==> config.mk <==
export PLATFORM = sky130hd
export DESIGN_NAME = fetch_align_buf
export DESIGN_NICKNAME = d
export VERILOG_FILES = /design/src/rtl/fetch_align_buf_pkg.sv /design/src/rtl/fetch_align_buf_hw_queue.sv /design/src/rtl/fetch_align_buf.sv
export SDC_FILE = /design/constraint.sdc
export NUM_CORES = 1
export LEC_CHECK = 0
export CORE_AREA = 8 8 136 138
export CTS_BUF_LIST = sky130_fd_sc_hd__clkbuf_4 sky130_fd_sc_hd__clkbuf_8
export DETAILED_ROUTE_END_ITERATION = 8
export DIE_AREA = 0 0 144 146
export GPL_TIMING_DRIVEN = 0
export PLACE_DENSITY_LB_ADDON = 0.2
export SLEW_MARGIN = 20
export SYNTH_ARGS = -nofsm -noshare
export SYNTH_HDL_FRONTEND = slang
export SYNTH_SLANG_ARGS = --single-unit
==> constraint.sdc <==
create_clock -name clk -period 5.9 [get_ports clk]
set_clock_uncertainty 0.05 [all_clocks]
set_input_delay 0.59 -clock clk [delete_from_list [all_inputs] [get_ports clk]]
set_output_delay 0.59 -clock clk [all_outputs]
set_load 0.02 [all_outputs]
==> src/rtl/fetch_align_buf_pkg.sv <==
// Shared definitions for the instruction fetch/alignment buffer.
//   HW_W   : halfword width (the queue's storage unit)
//   QDEPTH : number of halfword entries in the alignment queue
//   CNT_W  : width of the queue occupancy counter (0..QDEPTH)
//   is_rvc : true when a halfword is the low half of a compressed instruction
package fetch_align_buf_pkg;

    localparam int HW_W   = 16;
    localparam int QDEPTH = 4;
    localparam int CNT_W  = 3;

    typedef logic [HW_W-1:0] halfword_t;

    // RV32C: any encoding whose two low bits are not 2'b11 is 16 bits long.
    function automatic logic is_rvc(input halfword_t hw);
        return hw[1:0] != 2'b11;
    endfunction

endpackage

==> src/rtl/fetch_align_buf_hw_queue.sv <==
// Four-entry halfword shift queue used to realign fetched words into
// instructions. Entry 0 is the head.
//   clk, reset     : clock, synchronous active-high reset (clears entries)
//   flush          : empties the queue at the edge (ignores push/consume)
//   consume_n      : halfwords removed from the head this cycle (0, 1 or 2)
//   push           : push_word is appended this cycle
//   push_word      : fetched 32-bit word, low half enters the queue first
//   push_skip_low  : drop the low half of push_word, append only the high half
//   head0, head1   : entries 0 and 1 (enough to form one instruction)
//   count          : current occupancy
//   count_next     : occupancy after this cycle's consume and push
module fetch_align_buf_hw_queue
    import fetch_align_buf_pkg::*;
(
    input  logic             clk,
    input  logic             reset,
    input  logic             flush,
    input  logic [1:0]       consume_n,
    input  logic             push,
    input  logic [31:0]      push_word,
    input  logic             push_skip_low,
    output halfword_t        head0,
    output halfword_t        head1,
    output logic [CNT_W-1:0] count,
    output logic [CNT_W-1:0] count_next
);

    logic [QDEPTH-1:0][HW_W-1:0] hw_reg;
    logic [QDEPTH-1:0][HW_W-1:0] hw_next;
    logic [QDEPTH-1:0][HW_W-1:0] hw_shifted;
    logic [CNT_W-1:0]            count_reg;
    logic [CNT_W-1:0]            count_after_consume;
    logic [CNT_W-1:0]            push_n;

    // Consumption is a plain right shift of the packed entry vector; the
    // vacated top entries fill with zeros.
    assign hw_shifted          = hw_reg >> (HW_W * consume_n);
    assign count_after_consume = count_reg - {1'b0, consume_n};
    assign push_n              = !push ? CNT_W'(0) : (push_skip_low ? CNT_W'(1) : CNT_W'(2));
    assign count_next          = count_after_consume + push_n;

    // New halfwords land right behind whatever survives this cycle's
    // consumption, so the write slot is relative to count_after_consume.
    generate
        for (genvar gi = 0; gi < QDEPTH; gi++) begin : g_entry
            localparam logic [CNT_W-1:0] IDX = CNT_W'(gi);
            assign hw_next[gi] =
                (push && count_after_consume == IDX)
                    ? (push_skip_low ? push_word[31:16] : push_word[15:0])
                : (push && !push_skip_low && (count_after_consume + CNT_W'(1)) == IDX)
                    ? push_word[31:16]
                    : hw_shifted[gi];
        end
    endgenerate

    always_ff @(posedge clk) begin
        if (reset) begin
            hw_reg    <= '0;
            count_reg <= '0;
        end else if (flush) begin
            count_reg <= '0;
        end else begin
            hw_reg    <= hw_next;
            count_reg <= count_next;
        end
    end

    // Fetch throttling guarantees an arriving word always fits.
    always_ff @(posedge clk) begin
        if (!reset && !flush && push) begin
            assert ({1'b0, count_after_consume} + {1'b0, push_n} <= (CNT_W + 1)'(QDEPTH));
        end
    end

    assign head0 = hw_reg[0];
    assign head1 = hw_reg[1];
    assign count = count_reg;

endmodule

==> src/rtl/fetch_align_buf.sv <==
// Instruction fetch/alignment buffer feeding the RV32IC decoder. Fetches
// aligned words, queues them as halfwords and presents one 16- or 32-bit
// instruction at a time, including 32-bit instructions that straddle words.
//   clk, reset             : clock, synchronous active-high reset
//   imem_req, imem_addr    : word fetch request and word-aligned address
//   imem_rdata, imem_valid : fetched word, returned one cycle after request
//   stall                  : decode cannot take the current instruction
//   jmp, jmp_pc            : one-cycle redirect and its target (bit 0 ignored)
//   instr, instr_pc        : current instruction (compressed zero-extended), PC
//   instr_valid            : instr/instr_pc/instr_is_c are meaningful
//   instr_is_c             : instr is a 16-bit compressed instruction
module fetch_align_buf
    import fetch_align_buf_pkg::*;
#(
    parameter logic [31:0] RESET_PC = 32'h0000_0000
) (
    input  logic        clk,
    input  logic        reset,
    output logic        imem_req,
    output logic [31:0] imem_addr,
    input  logic [31:0] imem_rdata,
    input  logic        imem_valid,
    input  logic        stall,
    input  logic        jmp,
    input  logic [31:0] jmp_pc,
    output logic [31:0] instr,
    output logic [31:0] instr_pc,
    output logic        instr_valid,
    output logic        instr_is_c
);

    halfword_t        q_head0;
    halfword_t        q_head1;
    logic [CNT_W-1:0] q_count;
    logic [CNT_W-1:0] q_count_next;
    logic [1:0]       consume_n;
    logic             consume;
    logic             push;
    logic             head_is_c;
    logic             head_ready;
    logic [31:0]      jmp_word_addr;
    logic             unused_jmp_lsb;

    logic [31:0]      head_pc_reg;
    logic [31:0]      fetch_addr_reg;
    logic             skip_low_reg;
    logic             post_reset_reg;

    assign unused_jmp_lsb = jmp_pc[0];

    assign head_is_c  = is_rvc(q_head0);
    assign head_ready = head_is_c ? (q_count >= CNT_W'(1)) : (q_count >= CNT_W'(2));

    // A redirect hides the old head in the same cycle so decode never sees
    // an instruction from the abandoned path alongside the jump.
    assign instr_valid = !reset && !jmp && head_ready;
    assign consume     = instr_valid && !stall;
    assign consume_n   = !consume ? 2'd0 : (head_is_c ? 2'd1 : 2'd2);

    // Data returning during reset, the cycle right after it, or a redirect
    // cycle belongs to a request from the abandoned stream.
    assign push = imem_valid && !jmp && !reset && !post_reset_reg;

    assign jmp_word_addr = {jmp_pc[31:2], 2'b00};
    assign imem_req      = !reset && (jmp || q_count_next <= CNT_W'(2));
    assign imem_addr     = jmp ? jmp_word_addr : fetch_addr_reg;

    assign instr      = reset ? 32'h0 : (head_is_c ? {16'h0, q_head0} : {q_head1, q_head0});
    assign instr_pc   = reset ? RESET_PC : head_pc_reg;
    assign instr_is_c = !reset && head_is_c;

    fetch_align_buf_hw_queue u_queue (
        .clk           (clk),
        .reset         (reset),
        .flush         (jmp),
        .consume_n     (consume_n),
        .push          (push),
        .push_word     (imem_rdata),
        .push_skip_low (skip_low_reg),
        .head0         (q_head0),
        .head1         (q_head1),
        .count         (q_count),
        .count_next    (q_count_next)
    );

    always_ff @(posedge clk) begin
        if (reset) begin
            head_pc_reg    <= RESET_PC;
            fetch_addr_reg <= {RESET_PC[31:2], 2'b00};
            skip_low_reg   <= 1'b0;
            post_reset_reg <= 1'b1;
        end else begin
            post_reset_reg <= 1'b0;
            if (jmp) begin
                head_pc_reg    <= {jmp_pc[31:1], 1'b0};
                // A target at bit1=1 begins in the high half of its word.
                skip_low_reg   <= jmp_pc[1];
                fetch_addr_reg <= jmp_word_addr + 32'd4;
            end else begin
                if (consume) begin
                    head_pc_reg <= head_pc_reg + (head_is_c ? 32'd2 : 32'd4);
                end
                if (push) begin
                    skip_low_reg <= 1'b0;
                end
                if (imem_req) begin
                    fetch_addr_reg <= fetch_addr_reg + 32'd4;
                end
            end
        end
    end

endmodule

# ---- After elaboration in Yosys (flattened, before gate mapping)
# Index checks and enable logic that the tools add are counted.
dict set report op_classes {
  n_addsub 6
  order_cmp 3
  eq_ne 7
  shift 1
  muxes 26
  reduce_logical 29
}
# op n
set op_table {}
lappend op_table {{2-to-1 mux 32 bit} 8}
lappend op_table {{2-to-1 mux 16 bit} 9}
lappend op_table {{adder 32 x 3 -> 32 bit, second input constant} 2}
lappend op_table {{right shift 64 x 6 -> 64 bit} 1}
lappend op_table {{adder 32 x 3 -> 32 bit} 1}
lappend op_table {{logical AND 1 bit} 17}
lappend op_table {{equality test 3 x 2 -> 1 bit, second input constant} 4}
lappend op_table {{equality test 3 x 1 -> 1 bit, second input constant} 2}
lappend op_table {{logical NOT 3 bit} 2}
lappend op_table {{2-to-1 mux 2 bit} 3}
lappend op_table {{2-to-1 mux 3 bit} 2}
lappend op_table {{nonzero test 2 bit} 3}
lappend op_table {{logical NOT 1 bit} 5}
lappend op_table {{2-to-1 mux 1 bit} 4}
lappend op_table {{adder 3 x 1 -> 3 bit, second input constant} 1}
lappend op_table {{adder 3 bit} 1}
lappend op_table {{>= comparator 3 x 1 -> 1 bit, second input constant} 1}
lappend op_table {{>= comparator 3 x 2 -> 1 bit, second input constant} 1}
lappend op_table {{less-or-equal comparator 3 x 2 -> 1 bit, second input constant} 1}
lappend op_table {{subtractor 3 x 2 -> 3 bit} 1}
lappend op_table {{inequality test 2 bit, second input constant} 1}
lappend op_table {{OR reduction 2 bit} 1}
lappend op_table {{logical OR 1 bit} 1}
dict set report totals {
  ff_bits 133
  in_bits 69
  out_inout_bits 99
}

# ---- Logic depth before layout (Yosys ltp)
dict set report depth {
  depth_word 12
  depth_mapped 18
  ltp_nobuf 14
}

# ---- Hierarchy
# A second synthesis with hierarchy kept.
dict set report unflattened {
  hier_cells 1246
  hier_area_um2 9799.4
}
# mod instances cells_each area_each_um2
set by_module_without_submodules {}
lappend by_module_without_submodules {fetch_align_buf_hw_queue 1 637 5311.3}
lappend by_module_without_submodules {fetch_align_buf 1 609 4488.1}

# ---- Worst setup path before layout
# No wires, ideal clock.
dict set report synth_timing {
  path_type {input to output}
  from {input port jmp}
  to {output port imem_req}
  arrival_ps 3808
  path_slack_ps 1452
  cell_stages 16
  path_buffers 4
  cell_sequence {buf_6 -> buf_6 -> or2_2 -> a211o_1 -> clkbuf_1 -> nor2_1 -> ha_1 -> fa_1 -> clkbuf_1 -> inv_1 -> fa_1 -> xnor3_1 -> nand2_1 -> nand2_1 -> nand2_1 -> inv_1}
}
dict set report synth_via {
  elab_chain_len 10
}
# item line
set synth_rtl {}
lappend synth_rtl {{start: declaration} fetch_align_buf.sv:24} ;# input logic jmp,
lappend synth_rtl {{logical NOT 1 bit} --}
lappend synth_rtl {{logical AND 1 bit} --}
lappend synth_rtl {{logical AND 1 bit} fetch_align_buf.sv:56} ;# assign instr_valid = !reset && !jmp && head_ready;
lappend synth_rtl {{logical AND 1 bit} fetch_align_buf.sv:57} ;# assign consume = instr_valid && !stall;
lappend synth_rtl {{2-to-1 mux 2 bit} fetch_align_buf.sv:58} ;# assign consume_n = !consume ? 2'd0 : (head_is_c ? 2'd1 : 2'd2);
lappend synth_rtl {{subtractor 3 x 2 -> 3 bit} fetch_align_buf_hw_queue.sv:38} ;# assign count_after_consume = count_reg - {1'b0, consume_n};
lappend synth_rtl {{adder 3 bit} fetch_align_buf_hw_queue.sv:40} ;# assign count_next = count_after_consume + push_n;
lappend synth_rtl {{less-or-equal comparator 3 x 2 -> 1 bit} fetch_align_buf.sv:65} ;# assign imem_req = !reset && (jmp || q_count_next <= CNT_W'(2));
lappend synth_rtl {{logical OR 1 bit (*)} fetch_align_buf.sv:65}
lappend synth_rtl {{logical AND 1 bit (*)} fetch_align_buf.sv:65}
lappend synth_rtl {{end: declaration} fetch_align_buf.sv:19} ;# output logic imem_req,
# Every way passes the cells marked *; elsewhere a longest branch is shown, timed or not.

# ---- Final worst setup path
dict set report layout_timing {
  from {input port reset}
  to {output port imem_req}
}
dict set report layout_via {
  elab_chain_len 10
}
# item line
set layout_rtl {}
lappend layout_rtl {{start: declaration} fetch_align_buf.sv:18} ;# input logic reset,
lappend layout_rtl {{logical NOT 1 bit (*)} --}
lappend layout_rtl {{logical AND 1 bit} --}
lappend layout_rtl {{logical AND 1 bit} fetch_align_buf.sv:56}
lappend layout_rtl {{logical AND 1 bit} fetch_align_buf.sv:57}
lappend layout_rtl {{2-to-1 mux 2 bit} fetch_align_buf.sv:58}
lappend layout_rtl {{subtractor 3 x 2 -> 3 bit} fetch_align_buf_hw_queue.sv:38}
lappend layout_rtl {{adder 3 bit} fetch_align_buf_hw_queue.sv:40}
lappend layout_rtl {{less-or-equal comparator 3 x 2 -> 1 bit} fetch_align_buf.sv:65}
lappend layout_rtl {{logical OR 1 bit} fetch_align_buf.sv:65}
lappend layout_rtl {{logical AND 1 bit (*)} fetch_align_buf.sv:65}
# Marks and branches as above.

==> metrics.md <==
| Metric | Value |
|---|---|
| Clk pin slew, worst setup/hold paths | 0.08 ns |
| Die X | 144 um |
| Max reg flops | 32 |
| Starting Density | 0.5431 |
| Leading register cell type out of synthesis | sky130_fd_sc_hd__dfxtp_1 |
| Root Driver | sky130_fd_sc_hd__clkbuf_8 |
| Crit path largest cell delay | 0.66 ns |
| Unrepaired setup endpoints after global routing | false |
| Hold crit path type | reg -> reg |
| Top library cells by usage in the layout, fill and taps aside | sky130_fd_sc_hd__clkdlybuf4s50_1 (162), sky130_fd_sc_hd__nand2_1 (133), sky130_fd_sc_hd__dfxtp_1 (130) |
| Count of flip-flops with a built-in enable after synthesis | 0 |
| Routed WL per cell | 23.14 um |
| Worst slew pin tran | 1.053 ns |
| Buffers on Ports | 162 |
| Number of buffers created by CTS | 17 |
| GRT overflow | 0 |
| Status | completed |
| Crit path max-delay cell type | sky130_fd_sc_hd__fa_1 |
| PD cells | 195.6 mW/mm^2 |
| Total I/O pin count | 168 |
| Family of cells with the greatest summed delay on the critical path | buffers and inverters |
| Die footprint | 0.02102 mm^2 |
| Number of register bits inferred by synthesis | 130 |
| First-pass iteration count of the detailed router | 6 |
| Final core area utilization | 0.6845 |
| Max capacitance violation total | 0 |
| Final min period | 5.762 ns |
| Number of warnings issued by yosys | 0 |
| Ordered cell list for the critical path | clkdlybuf4s50_1, buf_4, or2_2, a211o_4, nor2_1, ha_1, fa_1, inv_1, fa_1, xnor3_1, nand2_1, nand2_1, nand2_1, inv_1, clkdlybuf4s50_1 |
| CP required | 5.26 ns |
| Maximum ir drop on the vdd rail | 0.1405 mV |
| Critical Path Sink Type | output pin |
| Count of buffering cells on the critical path with inverters included | 5 |
| Final Max Slew Viols | 0 |
| TritonCTS clock tree | built |
| Post-synthesis instance total | 1149 |
| Fmax | 0.1735 GHz |
| Max H-tree Level | 4 |
| Leakage power figure | 4.034 nW |
| Post-CTS Setup Inserts | 0 |
| Total routing usage reported by global routing | 0.3383 |
| Proportion of synthesized chip area in sequential cells | 0.2942 |
| Routability Congestion | 0.9768 |
| Total power | 2.181 mW |
| Later-pin clock latency in the skew report | 0.47 ns |
| Most frequent standard cell in the layout excluding fill and tap cells | sky130_fd_sc_hd__clkdlybuf4s50_1 |
| Number of distinct library cell variants in the gate-level netlist after synthesis | 79 |
| Avg Cell Area, Syn | 7.700 um^2 |
| Antenna violation net count after detailed routing | 0 |
| Number of setup violations in the final report | 0 |
| Arrival time worst endpoint | 5.12 ns |
| Element type at the critical path start | primary input |
| Drt via density | 6.624 |
| 1st-iter DRT viols | 1336 |
| Number of antenna violations at the first check in global routing | 0 |
| Clk sink count | 130 |
| Ys async rst share | 0 |
| Final number of hold-violating endpoints | 0 |
| Final HPWL from detailed placement | 26380 um |
| Number of placement rows | 47 |
| Final period util | 0.9767 |
| Number of diodes added for antenna fixing | 0 |
| Highest fanout seen on the critical path | 14 |
| Post-synth design cell area | 0.008847 mm^2 |
| Net count reported at finish | 1404 |
| Wire length of the first global-routing pass | 55660 um |
| Cell seen most often among critical-path stages | sky130_fd_sc_hd__nand2_1 |
| Maximum root-to-sink buffer count | 2 |
| Total wirelength of the detailed-routed design | 36090 um |
| Vias | 10330 |
| Kind of critical path | in -> out |
| Placeable core region | 0.01629 mm^2 |
| Vertical die dimension | 146 um |
| Remaining routing DRC violations | 0 |
| Area grow syn2layout | 26.04% |
| Fraction of layout cells with a size suffix above 1 | 0.09179 |
| Worst-case headroom to the max-slew limit | 0.2980 |
| Largest net degree at the start of global routing | 17 |
| Vias in the first global route | 10250 |
==> timing repair <==
item	4_1_cts	5_1_grt
hold buffers	0	0
endpoints found under the setup margin	1	1
gates resized for setup	4	4
==> worst paths after layout <==
path | startpoint | to | slack, ns | cells after the start
setup / recovery | reset | imem_req | 0.14 | 15
hold / removal | fetch_addr_reg[11]$_SDFFE_PP0P_ | fetch_addr_reg[11]$_SDFFE_PP0P_ | 0.41 | 2
setup reg to reg | u_queue.head0[1]$_SDFFE_PP0P_ | fetch_addr_reg[30]$_SDFFE_PP0P_ | 1.02 | 14
hold reg to reg | fetch_addr_reg[11]$_SDFFE_PP0P_ | fetch_addr_reg[11]$_SDFFE_PP0P_ | 0.41 | 2
==> cell usage after synthesis (16+ instances only) <==
cell type                    n  share of area
sky130_fd_sc_hd__a211oi_1   19          0.016
sky130_fd_sc_hd__a21oi_1    59          0.033
sky130_fd_sc_hd__a31oi_1    25          0.018
sky130_fd_sc_hd__and3_1     33          0.023
sky130_fd_sc_hd__clkbuf_1   62          0.026
sky130_fd_sc_hd__dfxtp_1   130           0.29
sky130_fd_sc_hd__inv_1      44          0.019
sky130_fd_sc_hd__mux2_2     33          0.042
sky130_fd_sc_hd__mux2i_1    16          0.018
sky130_fd_sc_hd__nand2_1   133          0.056
sky130_fd_sc_hd__nand3_1    74          0.042
sky130_fd_sc_hd__nand4_1    28          0.020
sky130_fd_sc_hd__nor2_1     91          0.039
sky130_fd_sc_hd__nor2b_1    48          0.034
sky130_fd_sc_hd__nor3_1     32          0.018
sky130_fd_sc_hd__o211ai_1   21          0.018
sky130_fd_sc_hd__o21ai_0    37          0.021
sky130_fd_sc_hd__xnor2_1    20          0.020
==> cell type report <==
class / count / area (um^2)
Buffer: 87 / 405.4
Clock buffer: 19 / 255.2
Clock inverter: 13 / 137.6
Fill cell: 1461 / 5139
Inverter: 45 / 172.7
Multi-Input combinational cell: 884 / 5680
Sequential cell: 130 / 2603
Tap cell: 220 / 275.3
Timing Repair Buffer: 162 / 1622
==> power by group <==
part,total (mW),internal (mW),switching [mW]
clock,0.789,0.389,0.400
sequential,0.953,0.919,0.0343
combinational,0.438,0.187,0.251
==> worst min-delay path: stages (launching register included) <==
cell and delay (ns):
sky130_fd_sc_hd__dfxtp_1 0.32, sky130_fd_sc_hd__nand2_1 0.05, sky130_fd_sc_hd__a21oi_1 0.05
==> cells by family (layout without fill, tap and decap cells) <==
group                    count (synthesis)  in the layout  synth area share
flip-flops                             130            130            0.2942
AND/OR/NAND/NOR                        496            496            0.2860
XOR/XNOR                                30             30           0.03125
AO/OA/AOI/OAI                          298            298            0.2476
buffers and inverters                  137            326           0.06661
other                                    1              3         0.0004239
multiplexers                            49             49           0.06010
adder cells (fa/ha/maj)                  8              8           0.01386
==> per-stage QoR <==
stage | TNS, ns | cell area [um^2] | hold slack, ns | std cells | worst slack [ns]
detailed placement | -0.3940 | 10750 | 0.3965 | 1533 | -0.3940
finish | 0 | 11150 | 0.4083 | 1560 | 0.1376
floorplan | 0 | 8855 | 0.3795 | 1151 | 1.452
CTS | 0 | 11150 | 0.4069 | 1563 | 0.04656
global route | 0 | 11150 | 0.4304 | 1560 | 0.04500
global placement | -0.3666 | 10750 | 0.3928 | 1533 | -0.3666
==> layer usage <==
layer,share of wire,vias up,global-route usage
met5,0,-,0
met2,0.46,760,0.5415
met4,0.061,0,0.2378
met3,0.11,169,0.07349
met1,0.37,4840,0.3919
li1,-,4564,-
Note: power is estimated with default switching activity, not from simulation.
